<file path="src/rtl/mem_access_unit.sv">
// mem_access_unit: turns CPU lb/lbu/lh/lhu/lw/sb/sh/sw requests into word-aligned
// accesses on a word-wide data memory. Loads pick the addressed lane and extend it.
// Sub-word stores are done as read-modify-write because the memory only writes
// whole words.
// Optional feature: define MAU_BOUNDS_CHECK_EN to reject word addresses >= MEM_WORDS.

module mem_access_unit #(
  parameter int unsigned MEM_WORDS = 256
) (
  input  logic        clk,
  input  logic        rst_n,
  input  logic        req_valid,
  output logic        req_ready,
  input  logic        req_write,
  input  logic [1:0]  req_size,
  input  logic        req_unsigned,
  input  logic [31:0] req_addr,
  input  logic [31:0] req_wdata,
  output logic        rsp_valid,
  output logic        rsp_err,
  output logic [31:0] rsp_rdata,
  output logic        mem_read,
  output logic        mem_write,
  output logic [31:0] mem_addr,
  output logic [31:0] mem_wdata,
  input  logic [31:0] mem_rdata
);

  typedef enum logic [2:0] {
    StIdle,
    StLd,
    StSt,
    StRmwRd,
    StRmwWr,
    StDone,
    StErr
  } state_e;

`ifdef MAU_BOUNDS_CHECK_EN
  localparam bit BoundsEn = 1'b1;
`else
  localparam bit BoundsEn = 1'b0;
`endif

  state_e      state_q;
  logic [1:0]  lo_q;     // byte offset within the word
  logic [1:0]  size_q;
  logic        uns_q;
  logic [15:0] wdata_q;  // only the sub-word part is needed for the merge

  logic        misalign;
  logic        oob;
  logic        illegal;
  logic [7:0]  ld_byte;
  logic [15:0] ld_half;
  logic [31:0] load_ext;
  logic [31:0] merged;

  assign req_ready = (state_q == StIdle);

  // Classify the incoming request: alignment, illegal size and optional range
  always_comb begin
    misalign = 1'b0;
    case (req_size)
      2'b00:   misalign = 1'b0;
      2'b01:   misalign = req_addr[0];
      2'b10:   misalign = |req_addr[1:0];
      default: misalign = 1'b1;
    endcase
    oob     = BoundsEn && ({2'b00, req_addr[31:2]} >= MEM_WORDS);
    illegal = misalign || oob;
  end

  // Lane select and sign/zero extension of the memory word for loads
  always_comb begin
    ld_byte = mem_rdata[7:0];
    case (lo_q)
      2'd0:    ld_byte = mem_rdata[7:0];
      2'd1:    ld_byte = mem_rdata[15:8];
      2'd2:    ld_byte = mem_rdata[23:16];
      default: ld_byte = mem_rdata[31:24];
    endcase
    ld_half = lo_q[1] ? mem_rdata[31:16] : mem_rdata[15:0];
    case (size_q)
      2'b00:   load_ext = {{24{~uns_q & ld_byte[7]}}, ld_byte};
      2'b01:   load_ext = {{16{~uns_q & ld_half[15]}}, ld_half};
      default: load_ext = mem_rdata;
    endcase
  end

  // Replace the addressed byte/half of the read word with the store data
  always_comb begin
    merged = mem_rdata;
    if (size_q == 2'b00) begin
      case (lo_q)
        2'd0:    merged[7:0]   = wdata_q[7:0];
        2'd1:    merged[15:8]  = wdata_q[7:0];
        2'd2:    merged[23:16] = wdata_q[7:0];
        default: merged[31:24] = wdata_q[7:0];
      endcase
    end else if (lo_q[1]) begin
      merged[31:16] = wdata_q;
    end else begin
      merged[15:0] = wdata_q;
    end
  end

  // Control FSM; strobes and response flags are registered alongside the state
  // so they are a pure function of which state the unit is in.
  always_ff @(posedge clk or negedge rst_n) begin
    if (!rst_n) begin
      state_q   <= StIdle;
      lo_q      <= 2'b00;
      size_q    <= 2'b00;
      uns_q     <= 1'b0;
      wdata_q   <= 16'h0;
      rsp_valid <= 1'b0;
      rsp_err   <= 1'b0;
      rsp_rdata <= 32'h0;
      mem_read  <= 1'b0;
      mem_write <= 1'b0;
      mem_addr  <= 32'h0;
      mem_wdata <= 32'h0;
    end else begin
      rsp_valid <= 1'b0;
      rsp_err   <= 1'b0;
      mem_read  <= 1'b0;
      mem_write <= 1'b0;
      unique case (state_q)
        StIdle: begin
          if (req_valid) begin
            lo_q     <= req_addr[1:0];
            size_q   <= req_size;
            uns_q    <= req_unsigned;
            wdata_q  <= req_wdata[15:0];
            mem_addr <= {req_addr[31:2], 2'b00};
            if (illegal) begin
              state_q   <= StErr;
              rsp_valid <= 1'b1;
              rsp_err   <= 1'b1;
            end else if (!req_write) begin
              state_q  <= StLd;
              mem_read <= 1'b1;
            end else if (req_size == 2'b10) begin
              state_q   <= StSt;
              mem_write <= 1'b1;
              mem_wdata <= req_wdata;
            end else begin
              state_q  <= StRmwRd;
              mem_read <= 1'b1;
            end
          end
        end
        StLd: begin
          rsp_rdata <= load_ext;
          rsp_valid <= 1'b1;
          state_q   <= StDone;
        end
        StSt: begin
          rsp_valid <= 1'b1;
          state_q   <= StDone;
        end
        StRmwRd: begin
          // mem_wdata doubles as the merge register
          mem_wdata <= merged;
          mem_write <= 1'b1;
          state_q   <= StRmwWr;
        end
        StRmwWr: begin
          rsp_valid <= 1'b1;
          state_q   <= StDone;
        end
        StDone:  state_q <= StIdle;
        StErr:   state_q <= StIdle;
        default: state_q <= StIdle;
      endcase
    end
  end

endmodule
</file>
<file path="config.mk">
export PLATFORM = sky130hd
export DESIGN_NAME = mem_access_unit
export DESIGN_NICKNAME = d
export VERILOG_FILES = /design/src/rtl/mem_access_unit.sv
export SDC_FILE = /design/constraint.sdc
export NUM_CORES = 1
export LEC_CHECK = 0
export BUFFER_PORTS_ARGS = -buffer_cell sky130_fd_sc_hd__buf_2
export CORE_MARGIN = 1
export CORE_UTILIZATION = 35
export CTS_CLUSTER_SIZE = 12
export DETAILED_ROUTE_END_ITERATION = 8
export MAX_ROUTING_LAYER = met4
export PLACE_DENSITY = 0.69
export REMOVE_ABC_BUFFERS = 1
export SETUP_SLACK_MARGIN = 0.3
export SLEW_MARGIN = 20
export SYNTH_ARGS = -nofsm -noshare
export SYNTH_HDL_FRONTEND = slang
export SYNTH_SLANG_ARGS = --single-unit
</file>
<file path="constraint.sdc">
create_clock -name clk -period 1.8 [get_ports clk]
set_input_delay 0 -clock clk [delete_from_list [all_inputs] [get_ports clk]]
set_output_delay 0 -clock clk [all_outputs]
set_load 0.01 [all_outputs]
</file>
=== Yosys cells after proc, flatten, opt, wreduce, memory -nomap -nowiden ===
Index checks and enable logic that the tools add are counted.

* Multiplexer cells: 35
* Reduce and logical (&&, ||, !) cells: 10
* Bitwise logic cells: 3
* Eq/ne operators: 13

{| class="wikitable"
|+ Operators with widths
! operator !! count
|-
| 32-bit 2-to-1 mux || 5
|-
| 32-bit case mux with 2 select lines || 2
|-
| 16-bit 2-to-1 mux || 3
|-
| 8-bit 2-to-1 mux || 4
|-
| 8-bit case mux with 3 select lines || 1
|-
| 1-bit 2-to-1 mux || 13
|-
| 3-bit case mux with 3 select lines || 1
|-
| 2-bit by 1-bit == test with 1-bit output (second input constant) || 3
|-
| 3-bit by 2-bit == test with 1-bit output (second input constant) || 2
|-
| 2-bit zero test || 3
|-
| 3-bit 2-to-1 mux || 2
|-
| 3-bit OR reduction || 2
|-
| 5-bit AND reduction || 1
|-
| 2-bit == test (second input constant) || 2
|-
| 2-bit by 1-bit inequality test with 1-bit output (second input constant) || 2
|-
| 2-bit inequality test (second input constant) || 2
|-
| 1-bit case mux with 2 select lines || 2
|-
| 3-bit by 1-bit == test with 1-bit output (second input constant) || 1
|-
| 3-bit == test (second input constant) || 1
|-
| 3-bit zero test || 1
|-
| 1-bit case mux with 3 select lines || 1
|-
| 1-bit AND || 2
|-
| 2-bit 2-to-1 mux || 1
|-
| 2-bit AND reduction || 1
|-
| other kinds (3) || 3
|}

* Input bits: 103
* Output and inout bits: 101
* Bits in registers: 122
* Word-level logic and storage cells: 73

=== Depth between registers and ports, before layout ===
* Depth in word-level cells: 6
* Gate-level depth with buffers: 7
* Mapped depth without buffers: 4

=== Worst setup path after synthesis ===
Ideal clock, no wire load.

* Kind: reg2reg
* Start: register state_q[2]
* End: register mem_wdata[16]
* Period minus slack after synthesis: 1.896 ns
* Arrival: 1.770 ns
* Path buffers: 3
* Cell stages (with the launch flop): 8
* Data required time: 1.674 ns
* Slack: -0.096 ns
* Cells stage by stage: dfrtp_1 buf_2 nor4b_4 o211a_1 buf_2 nor2_2 buf_2 a221o_1

* Word-level cells in the longest chain between the ends: 3

{| class="wikitable"
|+ RTL lines
! what !! RTL line !! source
|-
| start, declared || 45 || <nowiki>state_e state_q;</nowiki>
|-
| start signal, assigned || 112 || <nowiki>state_q <= StIdle;</nowiki>
|-
| start signal, assigned || 138 || <nowiki>state_q <= StErr;</nowiki>
|-
| start signal, assigned || 142 || <nowiki>state_q <= StLd;</nowiki>
|-
| 3-bit zero test / 3-bit by 2-bit == test with 1-bit output (equally long branches) || 129 || <nowiki>unique case (state_q)</nowiki>
|-
| 2-bit by 1-bit inequality test with 1-bit output (no line), or another cell as far along || -- ||
|-
| 5-bit AND reduction (no line) || -- ||
|-
| end signal, assigned || 147 || <nowiki>mem_wdata <= req_wdata;</nowiki>
|-
| end signal, assigned || 165 || <nowiki>mem_wdata <= merged;</nowiki>
|-
| end, declared || 25 || <nowiki>output logic [31:0] mem_wdata,</nowiki>
|}

Several ways; a longest one is shown, not always the timed one.
A chain may end at the register's enable or synchronous reset.

=== Final worst setup path ===
* Start: register state_q[1]
* End: register rsp_rdata[13]

* Word-level cells in the longest chain between the ends: 1

{| class="wikitable"
|+ RTL lines
! what !! RTL line !! source
|-
| 3-bit by 1-bit == test with 1-bit output || 129 ||
|-
| end signal, assigned || 155 || <nowiki>rsp_rdata <= load_ext;</nowiki>
|-
| end, declared || 21 || <nowiki>output logic [31:0] rsp_rdata,</nowiki>
|}

Every way passes these cells.

==> flow_summary.toml <==
[placed_design]
hpwl_um = 13900
port_buffers = 201
gp_congestion = 0.856
post-place-cells = 1067
place_area_sq_um = 7380

[routing]
ant_nets = 0
drc_errors = 0
dr.pass1.iters = 5
dr.first_iter.drc_count = 617
vias = 6530
wire_per_inst_um = 19.9
via_per_inst = 5.28
wirelength_um = 24600

[pwr]
power_density_nw_per_um2 = 1670
p_leak_uw = 0.00485
vdd_drop_max_uv = 1140

[setup_path]
path_class = "register to register"
path_max_fanout = 42
crit_arrival_ns = 2.01
cp-start-kind = "register"
required_ns = 2.10
crit_path_end_kind = "register"

[status]
status = "completed"

[sta]
fin_tns_setup_ns = 0
fin_skew_ns = 0.00469
post-route-min-period_ns = 1.70
rsz0062_at_grt = "true"
fmax_ghz = 0.587
final_max_slew_viol_count = 0
setup_violations = 0
hold_violations = 0
relSlewSlack = 0.667
worst_pin_slew_ns = 0.495
period_share = 0.947

[layout]
layout-drive-gt1-share = 0.418
syn2layout_area_growth_pct = 71.9
final_nets = 1106
fin_util = 0.617
n_antenna_cell = 0
final_area_sq_um = 10300
fin_cells = 1236
most-common-layout-cells = "buf_2, nand2_1, dfrtp_1"
fillCellCount = 1336
layout_commonest_cell = "buf_2"

[global_routing]
grt_pass1_wl_um = 34300
grt_overflow = 0
track_usage = 0.263
antenna_found_initial = 0
grt_pass1_vias = 6159
grt_max_degree = 60

[synthesis]
synth_xor_area_frac = 0.00147
synth_cell_types = 43
synth_top_cell_by_area = "dfrtp_1"
yosys_warnings = 0
synth_mux_area_frac = 0.0741
ys_async_sr_fraction = 1.00
syn_inst = 665
synth_top_area_frac = 0.511
synth_compound_area_frac = 0.146
synthAdderAreaFrac = 0
synth_flop_cell = "dfrtp_1"
synth_seq_cells = 122
netlist_area_sq_um = 5970
synth.top_cells.by_area = "dfrtp_1, nand2_1, mux2i_1, nor3_1, a221o_1"
synth_edf_count = 0
synth_area_per_cell_sq_um = 8.98
synth-simple-area-share = 0.230
synth_top_family_by_area = "simple AND/OR/NAND/NOR gates"
ys_seq_area_frac = 0.511

[floorplan]
die-area_sq_um = 17600
start_util = 0.359
die_h_um = 133
pin_count = 204
coreArea_sq_um = 16600
num_rows = 47
die_x_um = 133

[clock_tree]
cts_tree = "done"
clk-insertion-delay-late_ns = 0.42
root_buffer = "clkbuf_16"
clkSlewWorstSetupHoldPaths_ns = 0.06
h-tree-depth = 4
clock-sinks = 122
numCtsBuffers = 17
cts_buffer_depth = 2

[job]
max_cap_violations = 0

[min_path]
min_path_type = "input port to register"
==> cells in the mapped netlist (3+ instances only) <==
master    count
a21oi_1      28
a221o_1      16
a32o_1       16
buf_2        14
clkbuf_1     32
dfrtp_1     122
inv_1         3
mux2_2        8
mux2i_1      33
nand2_1     225
nand2b_1      3
nor2_1       31
nor2b_1       3
nor3_1       37
o211ai_1     17
o21ai_0      26
o22ai_1       7
o31ai_1       6
or3_1         8
==> flip-flops by register name (all words and copies together) (netlist names) <==
name / flops
uns_q: 1
lo_q: 2
wdata_q: 16
mem_wdata: 32
mem_addr: 30
rsp_rdata: 32
size_q: 2
mem_read: 1
rsp_valid: 1
state_q: 3
rsp_err: 1
mem_write: 1
==> critical path, cell delays in order, from the launching register on <==
cell and delay (ns):
dfrtp_2 0.45, or3b_1 0.41, buf_12 0.20, or3_1 0.33
o21ai_0 0.10, a21oi_1 0.06
==> worst paths after layout <==
check	cells after the start	startpoint	slack, ns	end
min	4	mem_rdata[15]	0.03	mem_wdata[15]$_DFFE_PN0P_
max	5	state_q[1]$_DFFE_PN0P_	0.1	rsp_rdata[13]$_DFFE_PN0P_
min reg2reg	2	mem_addr[25]$_DFFE_PN0P_	0.49	mem_addr[25]$_DFFE_PN0P_
min in group asynchronous	3	rst_n	0.16	rsp_rdata[18]$_DFFE_PN0P_
max in group asynchronous	3	rst_n	0.91	rsp_rdata[31]$_DFFE_PN0P_
max reg2reg	5	state_q[1]$_DFFE_PN0P_	0.1	rsp_rdata[13]$_DFFE_PN0P_
==> cell families (layout without fill, tap and decap cells) <==
logic type             after synthesis  in the layout
flip-flops                         122            122
multiplexers                        42             42
AO/OA/AOI/OAI                      124            124
AND/OR/NAND/NOR                    323            323
XOR/XNOR                             1              1
buffers and inverters               52            402
other                                1              2
==> power by group <==
part | internal, uW | switching [uW] | leakage [uW] | total (uW)
clock | 2220 | 1330 | 0.000293 | 3550
sequential | 4080 | 1190 | 0.00149 | 5270
combinational | 3950 | 4340 | 0.00307 | 8290
==> per-stage QoR <==
step / setup WS [ns] / total power (uW) / hold slack, ns
final: 0.0959 / 17100 / 0.0326
after global routing: 0.0139 / 18000 / 0.0510
after CTS: 0.103 / 15300 / 0.0118
after detailed placement: -0.180 / 11100 / -0.155
after global placement: -0.115 / 11000 / -0.151
after floorplan: -1.54 / 8320 / -0.296
==> layout make-up <==
class,count,area [sq um],area share
Clock buffer,18,439,0.0428
Clock inverter,14,171,0.0167
Inverter,3,11.3,0.00110
Multi-Input combinational cell,492,3300,0.322
Sequential cell,122,3060,0.298
Tap cell,220,275,0.0268
Timing Repair Buffer,367,3010,0.293
==> repair_timing <==
| action | in CTS | in global routing |
|---|---|---|
| setup buffers | 7 | 7 |
| hold buffers | 102 | 0 |
| endpoints found under the hold margin | 234 | 0 |
| resized for setup | 36 | 175 |
| endpoints found under the setup margin | 105 | 118 |
| pin swaps | 15 | 50 |
| cloned | 5 | 16 |
==> routing by layer <==
metal / GRT usage / vias to the layer above / share of wire
li1: - / 2992 / -
met3: 0.0575 / 39 / 0.079
met5: - / - / 0
met2: 0.411 / 376 / 0.48
met1: 0.339 / 3123 / 0.42
met4: 0.0875 / 0 / 0.022
Note: power is estimated with default switching activity, not from simulation.
